## config.mk

```make
export PLATFORM = sky130hd
export DESIGN_NAME = uart_alu_pkt_rx
export DESIGN_NICKNAME = d
export VERILOG_FILES = /design/src/rtl/uart_alu_pkt_rx_pkg.sv /design/src/rtl/uart_alu_byte_fifo.sv /design/src/rtl/uart_alu_pkt_rx.sv
export SDC_FILE = /design/constraint.sdc
export NUM_CORES = 1
export LEC_CHECK = 0
export CORE_ASPECT_RATIO = 1.2
export CORE_MARGIN = 2
export CORE_UTILIZATION = 23
export DETAILED_ROUTE_END_ITERATION = 6
export PLACE_DENSITY = 0.46
export SLEW_MARGIN = 5
export SYNTH_ARGS = -nofsm -noshare
export SYNTH_HDL_FRONTEND = slang
export SYNTH_SLANG_ARGS = --single-unit
```

## constraint.sdc

```tcl
create_clock -name clk_i -period 3.58 [get_ports clk_i]
set_input_delay 0.716 -clock clk_i [delete_from_list [all_inputs] [get_ports clk_i]]
set_output_delay 0.716 -clock clk_i [all_outputs]
set_load 0.01 [all_outputs]
```

## src/rtl/uart_alu_pkt_rx_pkg.sv

```systemverilog
// rtl/uart_alu_pkt_rx_pkg.sv - shared constants and types for the UART ALU packet receiver
package uart_alu_pkt_rx_pkg;

  localparam logic [7:0] OP_ECHO = 8'hEC;
  localparam logic [7:0] OP_ADD  = 8'hAD;
  localparam logic [7:0] OP_MUL  = 8'h8A;
  localparam logic [7:0] OP_DIV  = 8'hD1;

  localparam int HDR_BYTES = 4;

  typedef enum logic [1:0] {
    ERR_NONE    = 2'd0,
    ERR_OPCODE  = 2'd1,
    ERR_LENGTH  = 2'd2,
    ERR_TIMEOUT = 2'd3
  } err_code_t;

  typedef enum logic [2:0] {
    ST_IDLE,
    ST_HDR_RSVD,
    ST_HDR_LLSB,
    ST_HDR_LMSB,
    ST_PAYLOAD,
    ST_DROP
  } state_t;

  function automatic logic is_legal_op(input logic [7:0] op);
    return (op == OP_ECHO) || (op == OP_ADD) || (op == OP_MUL) || (op == OP_DIV);
  endfunction

endpackage

```

## src/rtl/uart_alu_byte_fifo.sv

```systemverilog
// rtl/uart_alu_byte_fifo.sv - small synchronous FIFO for tagged payload bytes
module uart_alu_byte_fifo #(
  parameter int DEPTH = 4,
  parameter int WIDTH = 9
) (
  input  logic             clk_i,
  input  logic             rst_i,
  input  logic             push_i,
  input  logic [WIDTH-1:0] push_data_i,
  input  logic             pop_i,
  output logic [WIDTH-1:0] head_o,
  output logic             full_o,
  output logic             empty_o
);

  localparam int AW = $clog2(DEPTH);

  logic [WIDTH-1:0] mem [DEPTH];
  logic [AW-1:0]    wr_ptr;
  logic [AW-1:0]    rd_ptr;
  logic [AW:0]      count;
  logic             do_push;
  logic             do_pop;

  assign full_o  = (count == (AW+1)'(DEPTH));
  assign empty_o = (count == '0);
  // A pop in the same cycle frees the slot, so a push into a full FIFO is still taken.
  assign do_push = push_i && (!full_o || pop_i);
  assign do_pop  = pop_i && !empty_o;
  assign head_o  = mem[rd_ptr];

  // Storage array; contents are don't-care until counted valid.
  always_ff @(posedge clk_i) begin
    if (do_push) mem[wr_ptr] <= push_data_i;
  end

  // Pointer and occupancy bookkeeping; pointers wrap naturally (power-of-2 depth).
  always_ff @(posedge clk_i or posedge rst_i) begin
    if (rst_i) begin
      wr_ptr <= '0;
      rd_ptr <= '0;
      count  <= '0;
    end else begin
      if (do_push) wr_ptr <= wr_ptr + 1'b1;
      if (do_pop)  rd_ptr <= rd_ptr + 1'b1;
      case ({do_push, do_pop})
        2'b10:   count <= count + 1'b1;
        2'b01:   count <= count - 1'b1;
        default: count <= count;
      endcase
    end
  end

endmodule

```

## src/rtl/uart_alu_pkt_rx.sv

```systemverilog
// rtl/uart_alu_pkt_rx.sv - header parser and payload forwarder for the UART ALU byte stream
module uart_alu_pkt_rx
  import uart_alu_pkt_rx_pkg::*;
#(
  parameter int FIFO_DEPTH     = 4,
  parameter int TIMEOUT_CYCLES = 100000
) (
  input  logic        clk_i,
  input  logic        rst_i,
  input  logic [7:0]  rx_data_i,
  input  logic        rx_valid_i,
  output logic        pkt_start_o,
  output logic [7:0]  opcode_o,
  output logic [15:0] len_o,
  output logic [7:0]  data_o,
  output logic        data_last_o,
  output logic        data_valid_o,
  input  logic        data_ready_i,
  output logic        err_o,
  output logic [1:0]  err_code_o,
  output logic        overflow_o
);

  localparam int TMO_W = $clog2(TIMEOUT_CYCLES + 1);

  state_t      state;
  err_code_t   err_code_q;
  logic [7:0]  op_q;
  logic [7:0]  len_lsb_q;
  logic [15:0] remaining;
  logic [TMO_W-1:0] idle_cnt;

  logic [15:0] hdr_len;
  logic [15:0] pay_len;
  logic        op_legal;
  logic        op_arith;

  logic        fifo_push;
  logic        fifo_pop;
  logic        fifo_full;
  logic        fifo_empty;
  logic [8:0]  fifo_head;

  // Header length decode, only meaningful while the len_msb byte is on the bus.
  always_comb begin
    hdr_len  = {rx_data_i, len_lsb_q};
    pay_len  = hdr_len - 16'(HDR_BYTES);
    op_legal = is_legal_op(op_q);
    op_arith = op_legal && (op_q != OP_ECHO);
  end

  assign fifo_push    = (state == ST_PAYLOAD) && rx_valid_i;
  assign fifo_pop     = data_valid_o && data_ready_i;
  assign data_valid_o = !fifo_empty;
  // Gate the head so an empty FIFO never shows stale storage.
  assign data_o       = fifo_empty ? 8'h00 : fifo_head[7:0];
  assign data_last_o  = !fifo_empty && fifo_head[8];
  assign err_code_o   = err_code_q;

  // Parser FSM with inter-byte timeout; pulses and held header fields are registered here.
  always_ff @(posedge clk_i or posedge rst_i) begin
    if (rst_i) begin
      state       <= ST_IDLE;
      err_code_q  <= ERR_NONE;
      op_q        <= '0;
      len_lsb_q   <= '0;
      remaining   <= '0;
      idle_cnt    <= '0;
      pkt_start_o <= 1'b0;
      opcode_o    <= '0;
      len_o       <= '0;
      err_o       <= 1'b0;
    end else begin
      pkt_start_o <= 1'b0;
      err_o       <= 1'b0;

      if (state == ST_IDLE || rx_valid_i) begin
        idle_cnt <= '0;
      end else if (idle_cnt == TMO_W'(TIMEOUT_CYCLES - 1)) begin
        idle_cnt   <= '0;
        err_o      <= 1'b1;
        err_code_q <= ERR_TIMEOUT;
        state      <= ST_IDLE;
      end else begin
        idle_cnt <= idle_cnt + 1'b1;
      end

      if (rx_valid_i) begin
        case (state)
          ST_IDLE: begin
            op_q  <= rx_data_i;
            state <= ST_HDR_RSVD;
          end
          ST_HDR_RSVD: state <= ST_HDR_LLSB;
          ST_HDR_LLSB: begin
            len_lsb_q <= rx_data_i;
            state     <= ST_HDR_LMSB;
          end
          ST_HDR_LMSB: begin
            remaining <= pay_len;
            if (hdr_len < 16'(HDR_BYTES)) begin
              err_o      <= 1'b1;
              err_code_q <= ERR_LENGTH;
              state      <= ST_IDLE;
            end else if (!op_legal) begin
              err_o      <= 1'b1;
              err_code_q <= ERR_OPCODE;
              state      <= (pay_len != '0) ? ST_DROP : ST_IDLE;
            end else if (op_arith && (pay_len[1:0] != 2'b00 || pay_len < 16'd8)) begin
              err_o      <= 1'b1;
              err_code_q <= ERR_LENGTH;
              state      <= (pay_len != '0) ? ST_DROP : ST_IDLE;
            end else begin
              pkt_start_o <= 1'b1;
              opcode_o    <= op_q;
              len_o       <= hdr_len;
              state       <= (pay_len != '0) ? ST_PAYLOAD : ST_IDLE;
            end
          end
          ST_PAYLOAD, ST_DROP: begin
            remaining <= remaining - 1'b1;
            if (remaining == 16'd1) state <= ST_IDLE;
          end
          default: state <= ST_IDLE;
        endcase
      end
    end
  end

  // Sticky flag for payload bytes lost to a full FIFO.
  always_ff @(posedge clk_i or posedge rst_i) begin
    if (rst_i) overflow_o <= 1'b0;
    else if (fifo_push && fifo_full && !fifo_pop) overflow_o <= 1'b1;
  end

  uart_alu_byte_fifo #(
    .DEPTH (FIFO_DEPTH),
    .WIDTH (9)
  ) u_fifo (
    .clk_i       (clk_i),
    .rst_i       (rst_i),
    .push_i      (fifo_push),
    .push_data_i ({remaining == 16'd1, rx_data_i}),
    .pop_i       (fifo_pop),
    .head_o      (fifo_head),
    .full_o      (fifo_full),
    .empty_o     (fifo_empty)
  );

endmodule

```

==> impl_metrics.tcl, run 1 <==
set metrics [dict create \
    seq_cell_area_um2 3280 \
    netlist-cell-type-count 68 \
    place.detailed.instances 901 \
    synth_cells 520 \
    rsz_0062_raised_after_global_routing "false" \
    tritoncts_clock_tree "built" \
    vdd.ir_drop.worst_mv 0.358 \
    ctsResizeCount 0 \
    wirelength_um 15200 \
    setup_viol 0 \
    mappedNetlistArea_um2 6070 \
    grt-busiest-layer "met2" \
    final_cells 933 \
    multi_input_area_um2 2590 \
    critical_path_arrival_ns 2.44 \
    r2r-end "opcode_o[6]" \
    timing.critical_path.cells "mux4_2 -> and2_1 -> clkdlybuf4s50_1" \
    number_of_global_route_vias_before_repair 4526 \
    gr-usage-met1_pct 14.3 \
    final_period_minus_worst_setup_slack_ns 3.15 \
    via_count 4323 \
    pin_count_of_the_biggest_net_entering_global_routing 55 \
    n_antenna_cell 0 \
    worst_r2r_path_depth 9 \
    clk_latency_ns 0.42 \
    met3_usage_pct 2.46 \
    synth_largest_type_area_fraction_pct 36.3 \
    top_cell_type_by_total_area_after_synthesis "sky130_fd_sc_hd__dfrtp_1" \
    vias_per_cell 4.63 \
    cp_data_required_time_ns 2.86 \
    power.leakage_nw 2.95 \
    critPathSlowestCell "sky130_fd_sc_hd__dfrtp_1" \
    post_placement_worst_setup_slack_ns 0.471 \
    hold_slack_ns 0.490 \
    synth_top_flop_cell "sky130_fd_sc_hd__dfrtp_1" \
    worst_clock_skew_ns 0.0105 \
    initial_core_utilization_pct 23.3 \
    dieHeight_um 182 \
    clk_root_buffer_cell "sky130_fd_sc_hd__clkbuf_16" \
    final.fill_count 2663 \
    timing.final.ws_setup_ns 0.427 \
    cts_buffer_depth 2 \
    final_nets 608 \
    p_total_mw 5.73 \
    std_cell_rows 65 \
    drv.max_cap_violation_count 0 \
    crit_path_end_kind "output port" \
    postPlaceCellArea_um2 7040 \
    power.density_cell_area_nw_per_um2 749 \
    critPathMaxStageDelay_ns 0.77 \
    critPathKind "register to output port" \
    run_status "complete, no violations" \
    antenna_found_initial 0 \
    layout_worst_path_cycle_share_pct 88.1 \
    whs_path_depth 1 \
    fin_util_pct 29.3 \
    numPortBuffers 50 \
    relSlewSlack_pct 48.7 \
    final-max-slew-violation-count 0 \
    worstMarginPinSlew_ns 0.769 \
    total_number_of_h_tree_levels 4 \
    cts_num_sinks 124 \
    drt_iter0_markers 279 \
    wl_per_cell_um 16.3 \
    avg_cell_area_syn_um2 11.7 \
    floorplan.die.width_um 152 \
    drc_markers 0 \
    grt_pass1_wl_um 24600 \
    setup-tns-final_ns 0 \
    tot_gr_track_use_pct 11.3 \
    crit_path_start_kind "register" \
    synth.top_cells.by_count "sky130_fd_sc_hd__dfrtp_1 (88), sky130_fd_sc_hd__nand2_1 (44), sky130_fd_sc_hd__nor2_1 (39)" \
    hold_viol_final 0 \
    dieArea_um2 27700 \
    critical_path.reg2reg.startpoint "len_lsb_q[2]" \
    cts_hold_buffers 0 \
    crit_path_start "u_fifo.rd_ptr[0]" \
    async_flop_share_pct 71.0 \
    max_clock_freq_mhz 317 \
    post-route-cell-area_um2 7660 \
    global_placement_routability_congestion 0.825 \
    hold_start "opcode_o[7]" \
    yosys_register_bits 124 \
    postCtsSetupBuffers 0 \
    holdPathEnd "opcode_o[7]" \
    crit_path_max_fanout 11 \
    clk_transition_reported_paths_ns 0.07 \
    synth_enable_flop_cells 36 \
    cts_inserted_buffers 17 \
    min_path_type "register to register" \
    timing.reg2reg.setup_slack_ns 0.65 \
    io_pins 51 \
    syn-num-nets 543 \
    dr.pass1.iters 4 \
    post_route_cells_drive_above_1_share_pct 16.4 \
    core_um2 26100 \
    area_delta_synth_final_pct 26.1 \
    synth-seq-area-share_pct 54.1 \
    dp_hpwl_um 10700 \
    synth-warning-count 0 \
    grt.met2_usage_pct 18.8 \
    synth_most_common_cell "sky130_fd_sc_hd__dfrtp_1" \
    ant_nets 0 \
    gr-total-overflow 0 \
    post_synth_main_area_contributors "sky130_fd_sc_hd__dfrtp_1 (36%), sky130_fd_sc_hd__edfxtp_1 (18%), sky130_fd_sc_hd__mux2_4 (4.5%)" \
]
==> layout make-up <==
type,count,share of cell area (%)
clock inverters,15,2.53
repair buffers,68,8.63
well taps,335,5.47
inverters,21,1.05
flip-flops and latches,124,42.9
multi-input cells,353,33.9
clock buffers,17,5.56
==> flip-flops by register name (all words and copies together) (netlist names) <==
name           flops
state              3
len_lsb_q          8
u_fifo.mem        36
u_fifo.count       3
opcode_o           8
remaining         16
u_fifo.wr_ptr      2
overflow_o         1
err_o              1
idle_cnt          17
op_q               8
pkt_start_o        1
len_o             16
u_fifo.rd_ptr      2
err_code_o         2
==> worst max-delay path by stage <==
stage                    end  slack [ns]
3_5_place_dp        len_o[9]        0.47
4_1_cts            data_o[6]        0.35
6_report           data_o[6]        0.43
5_1_grt            data_o[5]        0.27
3_3_place_gp     opcode_o[6]        0.49
2_1_floorplan  err_code_o[0]        0.59
==> cells in the final DEF (no fill, tap or decap), types with 5 or more instances in the layout <==
cell and count:
sky130_fd_sc_hd__dfrtp_1 88, sky130_fd_sc_hd__xor2_1 17, sky130_fd_sc_hd__o21ai_0 32, sky130_fd_sc_hd__clkbuf_16 17, sky130_fd_sc_hd__clkdlybuf4s50_1 50, sky130_fd_sc_hd__buf_4 16
sky130_fd_sc_hd__a21oi_1 23, sky130_fd_sc_hd__mux2_4 18, sky130_fd_sc_hd__o22ai_1 5, sky130_fd_sc_hd__edfxtp_1 36, sky130_fd_sc_hd__or3_1 8, sky130_fd_sc_hd__ha_1 10
sky130_fd_sc_hd__inv_1 20, sky130_fd_sc_hd__or4_1 5, sky130_fd_sc_hd__mux2_2 10, sky130_fd_sc_hd__mux4_2 9, sky130_fd_sc_hd__nand3_1 11, sky130_fd_sc_hd__inv_8 6
sky130_fd_sc_hd__and2_1 16, sky130_fd_sc_hd__nand2_1 44, sky130_fd_sc_hd__xnor2_1 10, sky130_fd_sc_hd__nand4_1 5, sky130_fd_sc_hd__nor3_1 15, sky130_fd_sc_hd__nor2_1 39
sky130_fd_sc_hd__mux2i_1 6
==> worst max-delay path: cells and delay by family, from the launching register on <==
| kind | cells | cell delay (ns) |
|---|---|---|
| mux | 1 | 0.59 |
| simple gates | 1 | 0.18 |
| flops | 1 | 0.77 |
| buf+inv | 1 | 0.48 |
==> power breakdown <==
| part | switching (mW) | internal, mW | leakage (nW) |
|---|---|---|---|
| clock network | 0.734 | 1.07 | 0.299 |
| registers | 0.452 | 1.77 | 1.45 |
| logic | 0.838 | 0.864 | 1.20 |
| total | 2.03 | 3.71 | 2.95 |
==> cells by family (layout without fill, tap and decap cells) <==
kind of cell	Yosys count	count (layout)	share of synthesized area [%]
adder cells (fa/ha/maj)	11	11	2.39
buffers and inverters	43	121	3.21
flip-flops	124	124	54.1
multiplexers	43	43	10.6
AND/OR/NAND/NOR	183	183	16.6
AO/OA/AOI/OAI	89	89	9.19
XOR/XNOR	27	27	3.89
==> per-layer routing <==
metal,wire length (um),part of all wire [%]
met1,6870,45
met2,7500,49
met3,584,3.8
met4,289,1.9
met5,0,0
(Power assumes the default switching activity.)
==> run 2: changes to the inputs <==
--- a/config.mk
+++ b/config.mk
@@ -9,7 +9,8 @@
 export CORE_MARGIN = 2
 export CORE_UTILIZATION = 23
 export DETAILED_ROUTE_END_ITERATION = 6
-export PLACE_DENSITY = 0.46
+export DONT_BUFFER_PORTS = 1
+export PLACE_DENSITY = 0.43
 export SLEW_MARGIN = 5
 export SYNTH_ARGS = -nofsm -noshare
 export SYNTH_HDL_FRONTEND = slang
==> run 2 against run 1 <==
  * Register-to-register slack improved by 0.06 ns
  * Critical endpoint is now len_o[3]
  * Global-route usage decreased by 0.19 points
  * Flip-flop and latch count unchanged
==> impl_metrics.tcl, run 2 (same netlist as run 1, synthesis figures left out) <==
set metrics [dict create \
    dieArea_um2 27700 \
    initial_core_utilization_pct 23.3 \
    core_um2 26100 \
    vdd.ir_drop.worst_mv 0.320 \
    postCtsSetupBuffers 0 \
    min_path_type "primary input to register" \
    gr-total-overflow 0 \
    post_route_cells_drive_above_1_share_pct 15.6 \
    io_pins 51 \
    dp_hpwl_um 10400 \
    crit_path_end_kind "register" \
    grt_pass1_wl_um 24100 \
    power.density_cell_area_nw_per_um2 758 \
    critPathTopFamily "compound AO/OA/AOI/OAI gates" \
    tritoncts_clock_tree "built" \
    std_cell_rows 65 \
    drc_markers 0 \
    critPathMaxStageDelay_ns 0.50 \
    max_clock_freq_mhz 349 \
    via_count 4110 \
    n_antenna_cell 0 \
    tot_gr_track_use_pct 11.1 \
    worstMarginPinSlew_ns 1.03 \
    critical_path.reg2reg.startpoint "len_lsb_q[2]" \
    area_delta_synth_final_pct 15.4 \
    cp_data_required_time_ns 3.87 \
    wl_per_cell_um 17.1 \
    hold_start "rx_valid_i" \
    numPortBuffers 0 \
    final_period_minus_worst_setup_slack_ns 2.87 \
    pin_count_of_the_biggest_net_entering_global_routing 79 \
    r2r-end "len_o[3]" \
    floorplan.die.width_um 152 \
    final_nets 547 \
    dieHeight_um 182 \
    critPathKind "register to register" \
    wirelength_um 14900 \
    number_of_global_route_vias_before_repair 4259 \
    final_common_cell "sky130_fd_sc_hd__dfrtp_1" \
    vias_per_cell 4.71 \
    setup_viol 0 \
    hold_viol_final 0 \
    layout_worst_path_cycle_share_pct 80.1 \
    dr.pass1.iters 5 \
    clk_transition_reported_paths_ns 0.06 \
    final-max-slew-violation-count 0 \
    clk_latency_ns 0.42 \
    critical_path_arrival_ns 3.16 \
    power.leakage_nw 2.68 \
    layout_top_registers "u_fifo.mem: 36 flops, idle_cnt: 17 flops" \
    run_status "complete, no violations" \
    cts_hold_buffers 0 \
    cts_inserted_buffers 17 \
    cts_buffer_depth 2 \
    timing.reg2reg.setup_slack_ns 0.71 \
    drv.max_cap_violation_count 0 \
    global_placement_routability_congestion 0.816 \
    holdPathEnd "idle_cnt[4]" \
    worstPathBufferInverterCount 2 \
    max_reg_flops 36 \
    rsz_0062_raised_after_global_routing "false" \
    relSlewSlack_pct 31.5 \
    ant_nets 0 \
    worst_r2r_path_depth 9 \
    post_placement_worst_setup_slack_ns 0.739 \
    antenna_found_initial 0 \
    timing.critical_path.cells "inv_1 -> ha_1 -> nor3b_2 -> a32o_1 -> a32oi_1 -> o41ai_2 -> o21ai_2 -> buf_4 -> mux2_4" \
    worst_clock_skew_ns 0.0102 \
    setup-tns-final_ns 0 \
    critPathSlowestCell "sky130_fd_sc_hd__o41ai_2" \
    largest_register "u_fifo.mem" \
    whs_path_depth 1 \
    crit_path_start_kind "register" \
    final.fill_count 2686 \
    final_cell_mix "sky130_fd_sc_hd__dfrtp_1 (88), sky130_fd_sc_hd__nand2_1 (44), sky130_fd_sc_hd__nor2_1 (39)" \
    ctsResizeCount 0 \
    timing.final.ws_setup_ns 0.714 \
    drt_iter0_markers 297 \
    clk_root_buffer_cell "sky130_fd_sc_hd__clkbuf_16" \
    total_number_of_h_tree_levels 4 \
    cts_num_sinks 124 \
    crit_path_max_fanout 20 \
]
## run 2: cell count changes in the layout (fill, tap and decap cells not counted), sizes merged
| cell | before | now |
|---|---|---|
| buf | 18 | 7 |
| clkbuf | 17 | 19 |
| clkdlybuf4s50 | 50 | 0 |
| clkinv | 2 | 5 |
| clkinvlp | 2 | 4 |
| inv | 30 | 23 |
## run 2: how the worst max path moves through the flow
stage            startpoint  slack (ns)  cells after the start            end
2_1_floorplan         rst_i        0.59                      1  err_code_o[0]
3_3_place_gp   len_lsb_q[2]        0.84                      9      len_o[14]
3_5_place_dp   len_lsb_q[2]        0.74                      9    opcode_o[3]
4_1_cts        len_lsb_q[2]        0.72                      9       len_o[3]
5_1_grt        len_lsb_q[2]        0.50                      9    opcode_o[3]
6_report       len_lsb_q[2]        0.71                      9       len_o[3]
## run 2: worst register-to-register path: stages (launching register included)
cell,delay [ns]
sky130_fd_sc_hd__dfrtp_1,0.48
sky130_fd_sc_hd__inv_1,0.14
sky130_fd_sc_hd__ha_1,0.25
sky130_fd_sc_hd__nor3b_2,0.38
sky130_fd_sc_hd__a32o_1,0.18
sky130_fd_sc_hd__a32oi_1,0.15
sky130_fd_sc_hd__o41ai_2,0.50
sky130_fd_sc_hd__o21ai_2,0.08
sky130_fd_sc_hd__buf_4,0.25
sky130_fd_sc_hd__mux2_4,0.34
## run 2: per-stage QoR
step	utilization, %	total power [mW]	instance area, um^2	cells	hold WS (ns)
final	26.8	5.31	7010	872	0.367
after detailed placement	24.6	3.68	6430	840	0.491
after global routing	26.8	5.67	7010	872	0.348
after global placement	24.6	3.62	6430	840	0.465
after floorplan	-	3.27	6070	520	0.447
after CTS	26.8	5.38	7010	872	0.352
## run 2: report_power, final
part / internal [mW] / total (mW) / switching (mW)
Clock: 1.03 / 1.68 / 0.658
Combinational: 0.642 / 1.38 / 0.735
Sequential: 1.78 / 2.25 / 0.474
Total: 3.45 / 5.31 / 1.87
## run 2: cell type report
| class | instances | area [um^2] | area share, % |
|---|---|---|---|
| inverter | 21 | 81.3 | 1.16 |
| tap | 335 | 419 | 5.98 |
| timing repair buffer | 7 | 52.6 | 0.750 |
| clock inverter | 13 | 143 | 2.04 |
| multi-input combinational | 353 | 2590 | 37.0 |
| clock buffer | 19 | 433 | 6.18 |
| sequential | 124 | 3280 | 46.9 |
## run 2: routing by layer
layer	GRT usage (%)	up-vias	share of wire, %
li1	-	1897	-
met1	13.2	2094	42
met5	0	-	0
met4	3.29	0	1.4
met2	19.0	102	51
met3	3.75	17	5.8
==> run 3: changes to the inputs <==
==> constraint.sdc (replaced) <==
create_clock -name clk_i -period 2.8 [get_ports clk_i]
set_input_delay 0.56 -clock clk_i [delete_from_list [all_inputs] [get_ports clk_i]]
set_output_delay 0.56 -clock clk_i [all_outputs]
set_load 0.01 [all_outputs]
==> run 3 against run 2 <==
  * First-iteration DRC count increased by 2.0%
  * Utilization increased by 0.44 points
  * Clock skew increased by 0.0063 ns
  * Critical path depth increased by 1
  * Routed wire length up 1.1%
  * Cell count up 0.57%
  * Cell area rose by 1.6%
  * Worst hold slack worse by 0.34 ns
  * Power rose by 32%
  * Maximum frequency is 13% higher
  * Worst setup slack lost 0.46 ns
  * Clock power up 39%
==> impl_metrics.tcl, run 3 (same netlist as run 1, synthesis figures left out) <==
set metrics [dict create \
    run_status "complete, no violations" \
    post_route_cells_drive_above_1_share_pct 16.8 \
    timing.final.ws_setup_ns 0.253 \
    tot_gr_track_use_pct 11.2 \
    gr-total-overflow 0 \
    dp_hpwl_um 10500 \
    cts_inserted_buffers 17 \
    min_path_type "primary input to asynchronous set/reset pin" \
    cts_hold_buffers 0 \
    ant_nets 0 \
    setup-tns-final_ns 0 \
    switching_power_mw 2.45 \
    max_reg_flops 36 \
    dieHeight_um 182 \
    floorplan.die.width_um 152 \
    final_nets 552 \
    ctsResizeCount 0 \
    worst_clock_skew_ns 0.0165 \
    critPathKind "register to register" \
    pin_count_of_the_biggest_net_entering_global_routing 70 \
    global_placement_routability_congestion 0.808 \
    postCtsSetupBuffers 0 \
    std_cell_rows 65 \
    layout_top_registers "u_fifo.mem: 36 flops, idle_cnt: 17 flops" \
    tritoncts_clock_tree "built" \
    rsz_0062_raised_after_global_routing "false" \
    via_count 4066 \
    number_of_global_route_vias_before_repair 4190 \
    clk_transition_reported_paths_ns 0.06 \
    worstMarginPinSlew_ns 0.815 \
    vdd.ir_drop.worst_mv 0.425 \
    area_delta_synth_final_pct 17.3 \
    final_common_cell "sky130_fd_sc_hd__dfrtp_1" \
    crit_path_max_fanout 20 \
    p_total_mw 7.03 \
    cp_data_required_time_ns 3.10 \
    cts_num_sinks 124 \
    setup_viol 0 \
    timing.reg2reg.setup_slack_ns 0.25 \
    power.leakage_nw 2.75 \
    final_cell_mix "sky130_fd_sc_hd__dfrtp_1 (88), sky130_fd_sc_hd__nand2_1 (44), sky130_fd_sc_hd__nor2_1 (39)" \
    final-max-slew-violation-count 0 \
    crit_path_start_kind "register" \
    drt_iter0_markers 303 \
    cts_buffer_depth 2 \
    core_um2 26100 \
    clk_root_buffer_cell "sky130_fd_sc_hd__clkbuf_16" \
    hold_slack_ns 0.0256 \
    power.density_cell_area_nw_per_um2 987 \
    numPortBuffers 0 \
    p_int_mw 4.57 \
    hold_viol_final 0 \
    dr.pass1.iters 4 \
    dieArea_um2 27700 \
    n_antenna_cell 0 \
    relSlewSlack_pct 45.6 \
    crit_path_end_kind "register" \
    p_clk_share_pct 33.2 \
    layout_worst_path_cycle_share_pct 91.0 \
    vias_per_cell 4.64 \
    antenna_found_initial 0 \
    max_clock_freq_mhz 393 \
    wl_per_cell_um 17.2 \
    final_period_minus_worst_setup_slack_ns 2.55 \
    largest_register "u_fifo.mem" \
    total_number_of_h_tree_levels 4 \
    io_pins 51 \
    drv.max_cap_violation_count 0 \
    post_placement_worst_setup_slack_ns 0.256 \
    fin_util_pct 27.3 \
    grt_pass1_wl_um 24000 \
    power.sequential.fraction_pct 40.5 \
    initial_core_utilization_pct 23.3 \
    critical_path_arrival_ns 2.85 \
    clk_latency_ns 0.42 \
    fraction_of_power_consumed_by_combinational_cells_pct 26.3 \
    switching_share_pct 34.9 \
    wirelength_um 15100 \
    drc_markers 0 \
]
run 3: cell count changes in the layout (fill, tap and decap cells not counted):
cell and change:
sky130_fd_sc_hd__inv_8 +1, sky130_fd_sc_hd__clkbuf_1 -1, sky130_fd_sc_hd__clkbuf_16 +2, sky130_fd_sc_hd__clkinv_4 +1, sky130_fd_sc_hd__clkinv_1 -1, sky130_fd_sc_hd__clkinvlp_4 -3, sky130_fd_sc_hd__buf_12 +2, sky130_fd_sc_hd__inv_6 +2
sky130_fd_sc_hd__clkinv_2 -1, sky130_fd_sc_hd__buf_4 +3
run 3: layout make-up:
type	instances	area, um^2
Fill cell	2657	19000
Sequential cell	124	3280
Multi-Input combinational cell	353	2590
Clock buffer	20	479
Tap cell	335	419
Clock inverter	12	148
Timing Repair Buffer	12	115
Inverter	21	82.6
run 3: critical path, cell delays in order (launching register included):
cell	delay, ns
sky130_fd_sc_hd__dfrtp_1	0.35
sky130_fd_sc_hd__inv_1	0.08
sky130_fd_sc_hd__ha_1	0.24
sky130_fd_sc_hd__nor3b_2	0.18
sky130_fd_sc_hd__buf_4	0.17
sky130_fd_sc_hd__o211ai_1	0.17
sky130_fd_sc_hd__a32oi_1	0.12
sky130_fd_sc_hd__o41ai_2	0.50
sky130_fd_sc_hd__o21ai_2	0.12
sky130_fd_sc_hd__buf_12	0.18
sky130_fd_sc_hd__mux2_4	0.31
run 3: final timing paths:
check / start / endpoint / cells past startpoint
worst min register to register: idle_cnt[0] / idle_cnt[0] / 1
worst min-delay path: rst_i / idle_cnt[11] / 1
worst max-delay path: len_lsb_q[3] / len_o[7] / 10
max in group asynchronous: rst_i / remaining[6] / 2
worst max register to register: len_lsb_q[3] / len_o[7] / 10
min in group clk_i: rx_valid_i / idle_cnt[4] / 1
run 3: power by group through the flow:
stage | Clock (mW) | Combinational [mW] | Sequential, mW
floorplan | 0 | 1.58 | 2.61
global placement | 0 | 1.83 | 2.86
detailed placement | 0 | 1.87 | 2.89
CTS | 2.39 | 1.88 | 2.85
global route | 2.48 | 2.07 | 2.92
finish | 2.33 | 1.85 | 2.84
run 3: layer usage:
layer	global-route usage [%]	wire length, um
met5	0	0
met4	4.56	377
met3	3.48	757
met2	18.9	7500
met1	13.1	6460
run 3: stage by stage:
stage,instance area (um^2),std cells
final,7120,877
after global routing,7120,877
after CTS,7120,877
after detailed placement,6490,845
after global placement,6490,845
after floorplan,6080,520
